## src/rtl/core_pkg.sv

```systemverilog
// rtl/core_pkg.sv - shared core types and constants for the fetch path
package core_pkg;

  localparam logic [15:0] RESET_PC_DEF = 16'h0000;
  localparam logic [31:0] NOP          = 32'h0000_0013;

  typedef struct packed {
    logic [15:0] pc;
    logic [31:0] ins;
  } fetch_ent_t;

endpackage

```

## src/rtl/ifu_skid_fifo.sv

```systemverilog
// rtl/ifu_skid_fifo.sv - 2-entry skid FIFO holding fetched {pc, ins} pairs
module ifu_skid_fifo
  import core_pkg::*;
(
  input  logic       clk,
  input  logic       rstn,
  input  logic       push,
  input  logic       pop,
  input  logic       flush,
  input  fetch_ent_t din,
  output fetch_ent_t dout,
  output logic [1:0] count
);

  logic       r_wp;
  logic       r_rp;
  logic [1:0] r_count;
  fetch_ent_t r_mem [2];

  always_ff @(posedge clk or posedge rstn) begin
    if (rstn) begin
      r_wp    <= 1'b0;
      r_rp    <= 1'b0;
      r_count <= 2'd0;
    end else if (flush) begin
      r_wp    <= 1'b0;
      r_rp    <= 1'b0;
      r_count <= 2'd0;
    end else begin
      if (push) r_wp <= ~r_wp;
      if (pop)  r_rp <= ~r_rp;
      r_count <= r_count + {1'b0, push} - {1'b0, pop};
    end
  end

  // Push into a full FIFO is legal only when the head leaves in the same cycle.
  always_ff @(posedge clk) begin
    if (push && !flush) r_mem[r_wp] <= din;
  end

  assign dout  = r_mem[r_rp];
  assign count = r_count;

  a_no_overflow: assert property (@(posedge clk) disable iff (rstn)
    !(push && !pop && !flush && (r_count == 2'd2)));

endmodule

```

## src/rtl/ifu_fetch_ctrl.sv

```systemverilog
// rtl/ifu_fetch_ctrl.sv - RV32 fetch controller: PC, SRAM request, epoch-tagged
// responses and output register backed by a 2-entry skid FIFO
module ifu_fetch_ctrl
  import core_pkg::*;
#(
  parameter int            AW       = 16,
  parameter logic [AW-1:0] RESET_PC = RESET_PC_DEF
) (
  input  logic          clk,
  input  logic          rstn,
  output logic [AW-1:0] ins_a,
  output logic          ins_e,
  input  logic [31:0]   ins,
  input  logic          stall,
  input  logic          branch,
  input  logic [AW-1:0] branch_pc,
  output logic          ifu_vld,
  output logic [AW-1:0] ifu_pc,
  output logic [31:0]   ifu_ins
);

  logic [AW-1:0] r_pc;
  logic [AW-1:0] r_rq_pc;
  logic          r_rq_vld;
  logic          r_rq_ep;
  logic          r_epoch;
  logic          r_vld;
  logic [AW-1:0] r_out_pc;
  logic [31:0]   r_out_ins;

  logic [1:0]    w_fifo_cnt;
  logic [2:0]    w_occ;
  logic          w_issue;
  logic [AW-1:0] w_fetch_a;
  logic          w_rsp_ok;
  logic          w_adv;
  logic          w_fifo_empty;
  logic          w_push;
  logic          w_pop;
  fetch_ent_t    w_head;
  fetch_ent_t    w_rsp;

  // Credits: every slot a fetch could land in is either buffered or in flight.
  assign w_occ     = {1'b0, w_fifo_cnt} + {2'b00, r_rq_vld} + {2'b00, r_vld & stall};
  assign w_issue   = !rstn && (branch || (w_occ < 3'd3));
  assign w_fetch_a = branch ? (branch_pc & ~AW'(3)) : r_pc;

  assign ins_a = rstn ? r_pc : w_fetch_a;
  assign ins_e = w_issue;

  assign w_rsp_ok     = r_rq_vld && (r_rq_ep == r_epoch) && !branch;
  assign w_adv        = !r_vld || !stall;
  assign w_fifo_empty = (w_fifo_cnt == 2'd0);
  assign w_pop        = !branch && w_adv && !w_fifo_empty;
  assign w_push       = w_rsp_ok && !(w_adv && w_fifo_empty);
  assign w_rsp        = '{pc: r_rq_pc, ins: ins};

  always_ff @(posedge clk or posedge rstn) begin
    if (rstn) begin
      r_pc     <= RESET_PC;
      r_rq_vld <= 1'b0;
      r_rq_pc  <= '0;
      r_rq_ep  <= 1'b0;
      r_epoch  <= 1'b0;
    end else begin
      r_rq_vld <= w_issue;
      if (w_issue) begin
        r_pc    <= w_fetch_a + AW'(4);
        r_rq_pc <= w_fetch_a;
        r_rq_ep <= r_epoch ^ branch;
      end
      if (branch) r_epoch <= ~r_epoch;
    end
  end

  // FIFO head always wins over a same-cycle response to keep program order.
  always_ff @(posedge clk or posedge rstn) begin
    if (rstn) begin
      r_vld     <= 1'b0;
      r_out_pc  <= '0;
      r_out_ins <= '0;
    end else if (branch) begin
      r_vld <= 1'b0;
    end else if (w_adv) begin
      if (!w_fifo_empty) begin
        r_vld     <= 1'b1;
        r_out_pc  <= w_head.pc;
        r_out_ins <= w_head.ins;
      end else if (w_rsp_ok) begin
        r_vld     <= 1'b1;
        r_out_pc  <= w_rsp.pc;
        r_out_ins <= w_rsp.ins;
      end else begin
        r_vld <= 1'b0;
      end
    end
  end

  ifu_skid_fifo u_fifo (
    .clk   (clk),
    .rstn  (rstn),
    .push  (w_push),
    .pop   (w_pop),
    .flush (branch),
    .din   (w_rsp),
    .dout  (w_head),
    .count (w_fifo_cnt)
  );

  assign ifu_vld = r_vld;
  assign ifu_pc  = r_out_pc;
  assign ifu_ins = r_out_ins;

endmodule

```

## config.mk

```make
export PLATFORM = sky130hd
export DESIGN_NAME = ifu_fetch_ctrl
export DESIGN_NICKNAME = d
export VERILOG_FILES = /design/src/rtl/core_pkg.sv /design/src/rtl/ifu_skid_fifo.sv /design/src/rtl/ifu_fetch_ctrl.sv
export SDC_FILE = /design/constraint.sdc
export NUM_CORES = 1
export LEC_CHECK = 0
export CELL_PAD_IN_SITES_DETAIL_PLACEMENT = 1
export CELL_PAD_IN_SITES_GLOBAL_PLACEMENT = 1
export CORE_ASPECT_RATIO = 0.7
export CORE_UTILIZATION = 48
export CTS_BUF_LIST = sky130_fd_sc_hd__clkbuf_4 sky130_fd_sc_hd__clkbuf_8
export DETAILED_ROUTE_END_ITERATION = 6
export GPL_ROUTABILITY_DRIVEN = 1
export HOLD_SLACK_MARGIN = 0.02
export PLACE_DENSITY_LB_ADDON = 0.1
export SLEW_MARGIN = 15
export SYNTH_ARGS = -nofsm -noshare
export SYNTH_HDL_FRONTEND = slang
export SYNTH_SLANG_ARGS = --single-unit
```

## constraint.sdc

```tcl
create_clock -name clk -period 5.65 [get_ports clk]
set_input_delay 0.565 -clock clk [delete_from_list [all_inputs] [get_ports clk]]
set_output_delay 0.565 -clock clk [all_outputs]
set_load 0.02 [all_outputs]
```

Word level (Yosys, flattened, before mapping)
Memories as Yosys holds them, arrays and structs flattened.
Index checks and enable logic that the tools add are counted.
{"block": "word_totals", "ramBits": 96, "regBits": 88, "n_memories": 1, "word_cells": 64}
{"block": "classes", "n_eq_ne": 2, "n_bitwise": 6, "add_sub_neg": 5, "n_reduce_logical": 21, "order_cmp": 1, "n_mux": 17}
{"memory": "u_fifo.r_mem", "depth": 2, "word_bits": 48, "rd": 1, "rd_clocked_by_memory_dff": 0, "write_ports": 1, "line_no": "ifu_skid_fifo.sv:18", "source": "fetch_ent_t r_mem [2];"}
{"cell": "2-to-1 mux 16 bit", "count": 4}
{"cell": "2-to-1 mux 32 bit", "count": 2}
{"cell": "adder 16 x 3 -> 16 bit (second input constant)", "count": 1}
{"cell": "2-to-1 mux 1 bit", "count": 10}
{"cell": "logical AND 1 bit", "count": 8}
{"cell": "logical NOT 1 bit", "count": 6}
{"cell": "nonzero test 2 bit", "count": 3}
{"cell": "inverter 1 bit", "count": 4}
{"cell": "adder 2 x 1 -> 3 bit", "count": 1}
{"cell": "adder 3 x 1 -> 3 bit", "count": 1}
{"cell": "< comparator 3 x 2 -> 1 bit (second input constant)", "count": 1}
{"cell": "AND reduction 3 bit", "count": 1}
{"cell": "adder 2 x 1 -> 2 bit", "count": 1}
{"cell": "logical NOT 2 bit", "count": 1}
{"cell": "logical OR 1 bit", "count": 2}
{"cell": "2-to-1 mux 2 bit", "count": 1}
{"cell": "!= test 2 bit (second input constant)", "count": 1}
{"cell": "subtractor 2 x 1 -> 2 bit", "count": 1}
{"cell": "bitwise AND 1 bit", "count": 1}
{"cell": "== test 1 bit", "count": 1}
{"cell": "XOR 1 bit", "count": 1}

Longest topological paths before layout
{"block": "depth", "ltp_word": 8, "ltp_mapped": 12, "depth_no_buf": 11}

By module
From an unflattened synthesis, not the netlist that was laid out.
{"block": "hier_totals", "hier_cells": 646, "area_unflattened_um2": 8147.8}
{"mod": "ifu_fetch_ctrl", "n_inst": 1, "cells_each": 479, "seq_area_each_um2": 2052.0, "area_per_inst_um2": 4428.0}
{"mod": "ifu_skid_fifo", "n_inst": 1, "cells_each": 167, "seq_area_each_um2": 2982.9, "area_per_inst_um2": 3719.8}

Least setup slack after synthesis
OpenSTA, ideal clock, no wires.
{"block": "synth_path", "path_kind": "in2out", "startpoint": "in rstn", "endpoint": "out ins_a[14]", "path_stages": 4, "t_required_ps": 5085, "arrival_ps": 3648, "slack_ps": 1437, "path_buffers": 1, "cell_sequence": "inv_1 > o21ai_0 > clkbuf_1 > o21ai_0"}
{"block": "synth_via", "elab_chain_cells": 1}
{"item": "start, declared", "line_no": "ifu_fetch_ctrl.sv:10", "source": "input logic rstn,"}
{"item": "2-to-1 mux 16 bit", "line_no": "ifu_fetch_ctrl.sv:48", "source": "assign ins_a = rstn ? r_pc : w_fetch_a;"}
{"item": "end, declared", "line_no": "ifu_fetch_ctrl.sv:11", "source": "output logic [AW-1:0] ins_a,"}
Every way passes these cells.

==> metrics <==
DP Wirelength 12.91 mm; Starting DRT DRC Count 333; M2 GR Usage 41.58%; synth top area cells edfxtp_1 (36%), dfrtp_1 (27%), mux2i_1 (7.5%); total grt overflow 0; via/cell ratio 5.537; Final Hold Fails 0; sequential area share after synthesis 63.19%; final WL 19.71 mm; PostCTS Resize Cnt 0; clock latency on the worst-skew pair 460 ps; Layout Nets 866; initial antenna violation count 0; Core Rows 38; Final Hold Slack 486.4 ps; clk root buf clkbuf_8; TritonCTS clock tree built; clock buffer depth 2; Cell Area, Synth 0.007968 mm^2; crit path max fanout 39; outcome completed; CTS H-tree lvls 4; Placed Cells 1,010; IO Pins 118; first-pass GRT wire length 31.38 mm; Post-CTS Setup Inserts 0; # port buffers 115; Initial Util 50.32%; Die Area 0.01713 mm^2; Power Density 476.0 mW/mm^2; CTS Buf Count 17; Slew HR 27.48%; clk sinks 182; syn avg cell area 11.24 um^2; Synth top area share 36.18%; vias in the first global route 6,106; cell taking the most area after synthesis edfxtp_1; DIE HEIGHT 109.8 um; Critical Path, Cell by Cell clkdlybuf4s50_1 > nand2_1 > xnor2_1 > ha_1 > a31o_2 > ha_1 > a21oi_1 > o21ai_2 > buf_4 > o21ai_0 > clkdlybuf4s50_1; Tightest Pin Transition 1085 ps; clk slew on worst S/H paths 90 ps; Post-route DRC 0; asr flop ratio synth 47.25%; GPL Wtd Cong 0.8021; period utilization 72.50%; met3 Track Usage GR 4.257%; Worst Clk Skew 11.76 ps; max_cap viols 0; startpoint class of the critical path input pin; EDFF count, synth 96; setup TNS 0 ps; Ys Warns 0; CP max stage delay 630 ps; Syn Nets 766; dominant synthesized flop cell edfxtp_1; synth cell count leaders nand2_1 (107), edfxtp_1 (96), dfrtp_1 (86); synthesized flop and latch total 182; DR vias 5,770; largest net degree at the start of global routing 101; layer with the highest usage met2; Post-Synthesis Cells 709; Post-DRT Antenna Nets 0; P_leak 3.693 nW; FMAX 244.1 MHz; drt pass-1 iters 5; VDD IR-drop max 299.1 uV; Worst EP required 5090 ps; slowest library cell on the worst path clkdlybuf4s50_1; diode count 0; Hold Path Class flip-flop to flip-flop; Arr. time, crit path 3530 ps; post-route insts no fill 1,042; post-synthesis cell type count 49; Post-CTS Hold Buffers 0; Period minus WS final 4097 ps; Area growth syn-to-layout 21.70%; CP Capture Type output port; chip width 156.0 um; met1 Use GR 31.43%; Max Transition Viols Final 0; core area 0.01583 mm^2; final setup vio count 0; Total GRT Usage 24.30%; count leader, synth nand2_1; layout cell share with drive strength beyond 1 7.421%; drt wl/cell 18.91 um; Crit Path Category input pin to output port; RSZ-0062 raised after global routing false
==> metal layers <==
layer | part of all wire (%) | routed length [um]
met1 | 45 | 8921
met2 | 49 | 9702
met3 | 4.1 | 813
met4 | 1.4 | 269
met5 | 0 | 0
==> worst paths after layout <==
path                                       from            endpoint  slack, ps  depth (start not counted)
worst max-delay path                      stall           ins_a[14]       1550                         11
worst min-delay path                  ifu_pc[8]           ifu_pc[8]        490                          2
worst max register to register  u_fifo.count[0]  u_fifo.r_mem[0][6]       2530                          6
worst min register to register        ifu_pc[8]           ifu_pc[8]        490                          2
max in group asynchronous                  rstn         u_fifo.r_rp       3900                          3
min in group asynchronous                  rstn            r_pc[13]        520                          2
==> placed cells by master, fill, tap and decap left out, drive strengths merged, types with 15 or more instances in the layout <==
master | synthesis | final
a21oi | 65 | 65
clkbuf | 33 | 21
clkdlybuf4s50 | 0 | 114
dfrtp | 86 | 86
edfxtp | 96 | 96
mux2i | 60 | 60
nand2 | 107 | 107
nand3 | 15 | 15
nor2 | 71 | 71
o21ai | 74 | 74
==> layout make-up <==
type,instances,area [um^2]
clock buffers,21,270.3
clock inverters,11,122.6
fillers,1682,6136
inverters,10,40.04
multi-input cells,474,2739
flip-flops and latches,182,5036
well taps,220,275.3
repair buffers,124,1214
==> state kept, by name (all words and copies together), names as in the netlist <==
name / cells
r_pc: 16
u_fifo.r_rp: 1
u_fifo.r_mem: 96
r_rq_vld: 1
u_fifo.count: 2
r_rq_pc: 14
u_fifo.r_wp: 1
r_rq_ep: 1
ifu_pc: 16
ifu_vld: 1
r_epoch: 1
ifu_ins: 32
==> power by group <==
group / switching [mW] / internal, mW
Clock: 0.464 / 0.421
Combinational: 1.08 / 0.735
Sequential: 0.217 / 1.70
Total: 1.76 / 2.86
==> worst max-delay path, delay by kind of cell <==
| family | cells | cell delay [ps] |
|---|---|---|
| XOR/XNOR | 1 | 160 |
| AND/OR/NAND/NOR | 1 | 170 |
| adder cells (fa/ha/maj) | 2 | 460 |
| buffers and inverters | 3 | 1480 |
| AO/OA/AOI/OAI | 4 | 690 |
==> cell families (layout without fill, tap and decap cells) <==
| logic type | after synthesis | after routing | synth area share [%] |
|---|---|---|---|
| simple gates | 226 | 226 | 12.12 |
| mux | 67 | 67 | 8.527 |
| flops | 182 | 182 | 63.19 |
| fa+ha+maj | 5 | 5 | 0.7852 |
| xor+xnor | 9 | 9 | 0.9893 |
| buf+inv | 53 | 166 | 2.701 |
| compound gates | 167 | 167 | 11.68 |
==> stage by stage <==
stage	worst slack [ps]	instance area [um^2]	utilization, %	power (mW)
6_report	1553	9697	61.25	4.615
4_1_cts	1561	9697	61.25	4.668
3_3_place_gp	1679	9304	58.76	3.653
5_1_grt	1356	9697	61.25	4.898
2_1_floorplan	1437	7968	-	3.033
3_5_place_dp	1593	9304	58.76	3.771
(Power assumes the default switching activity.)
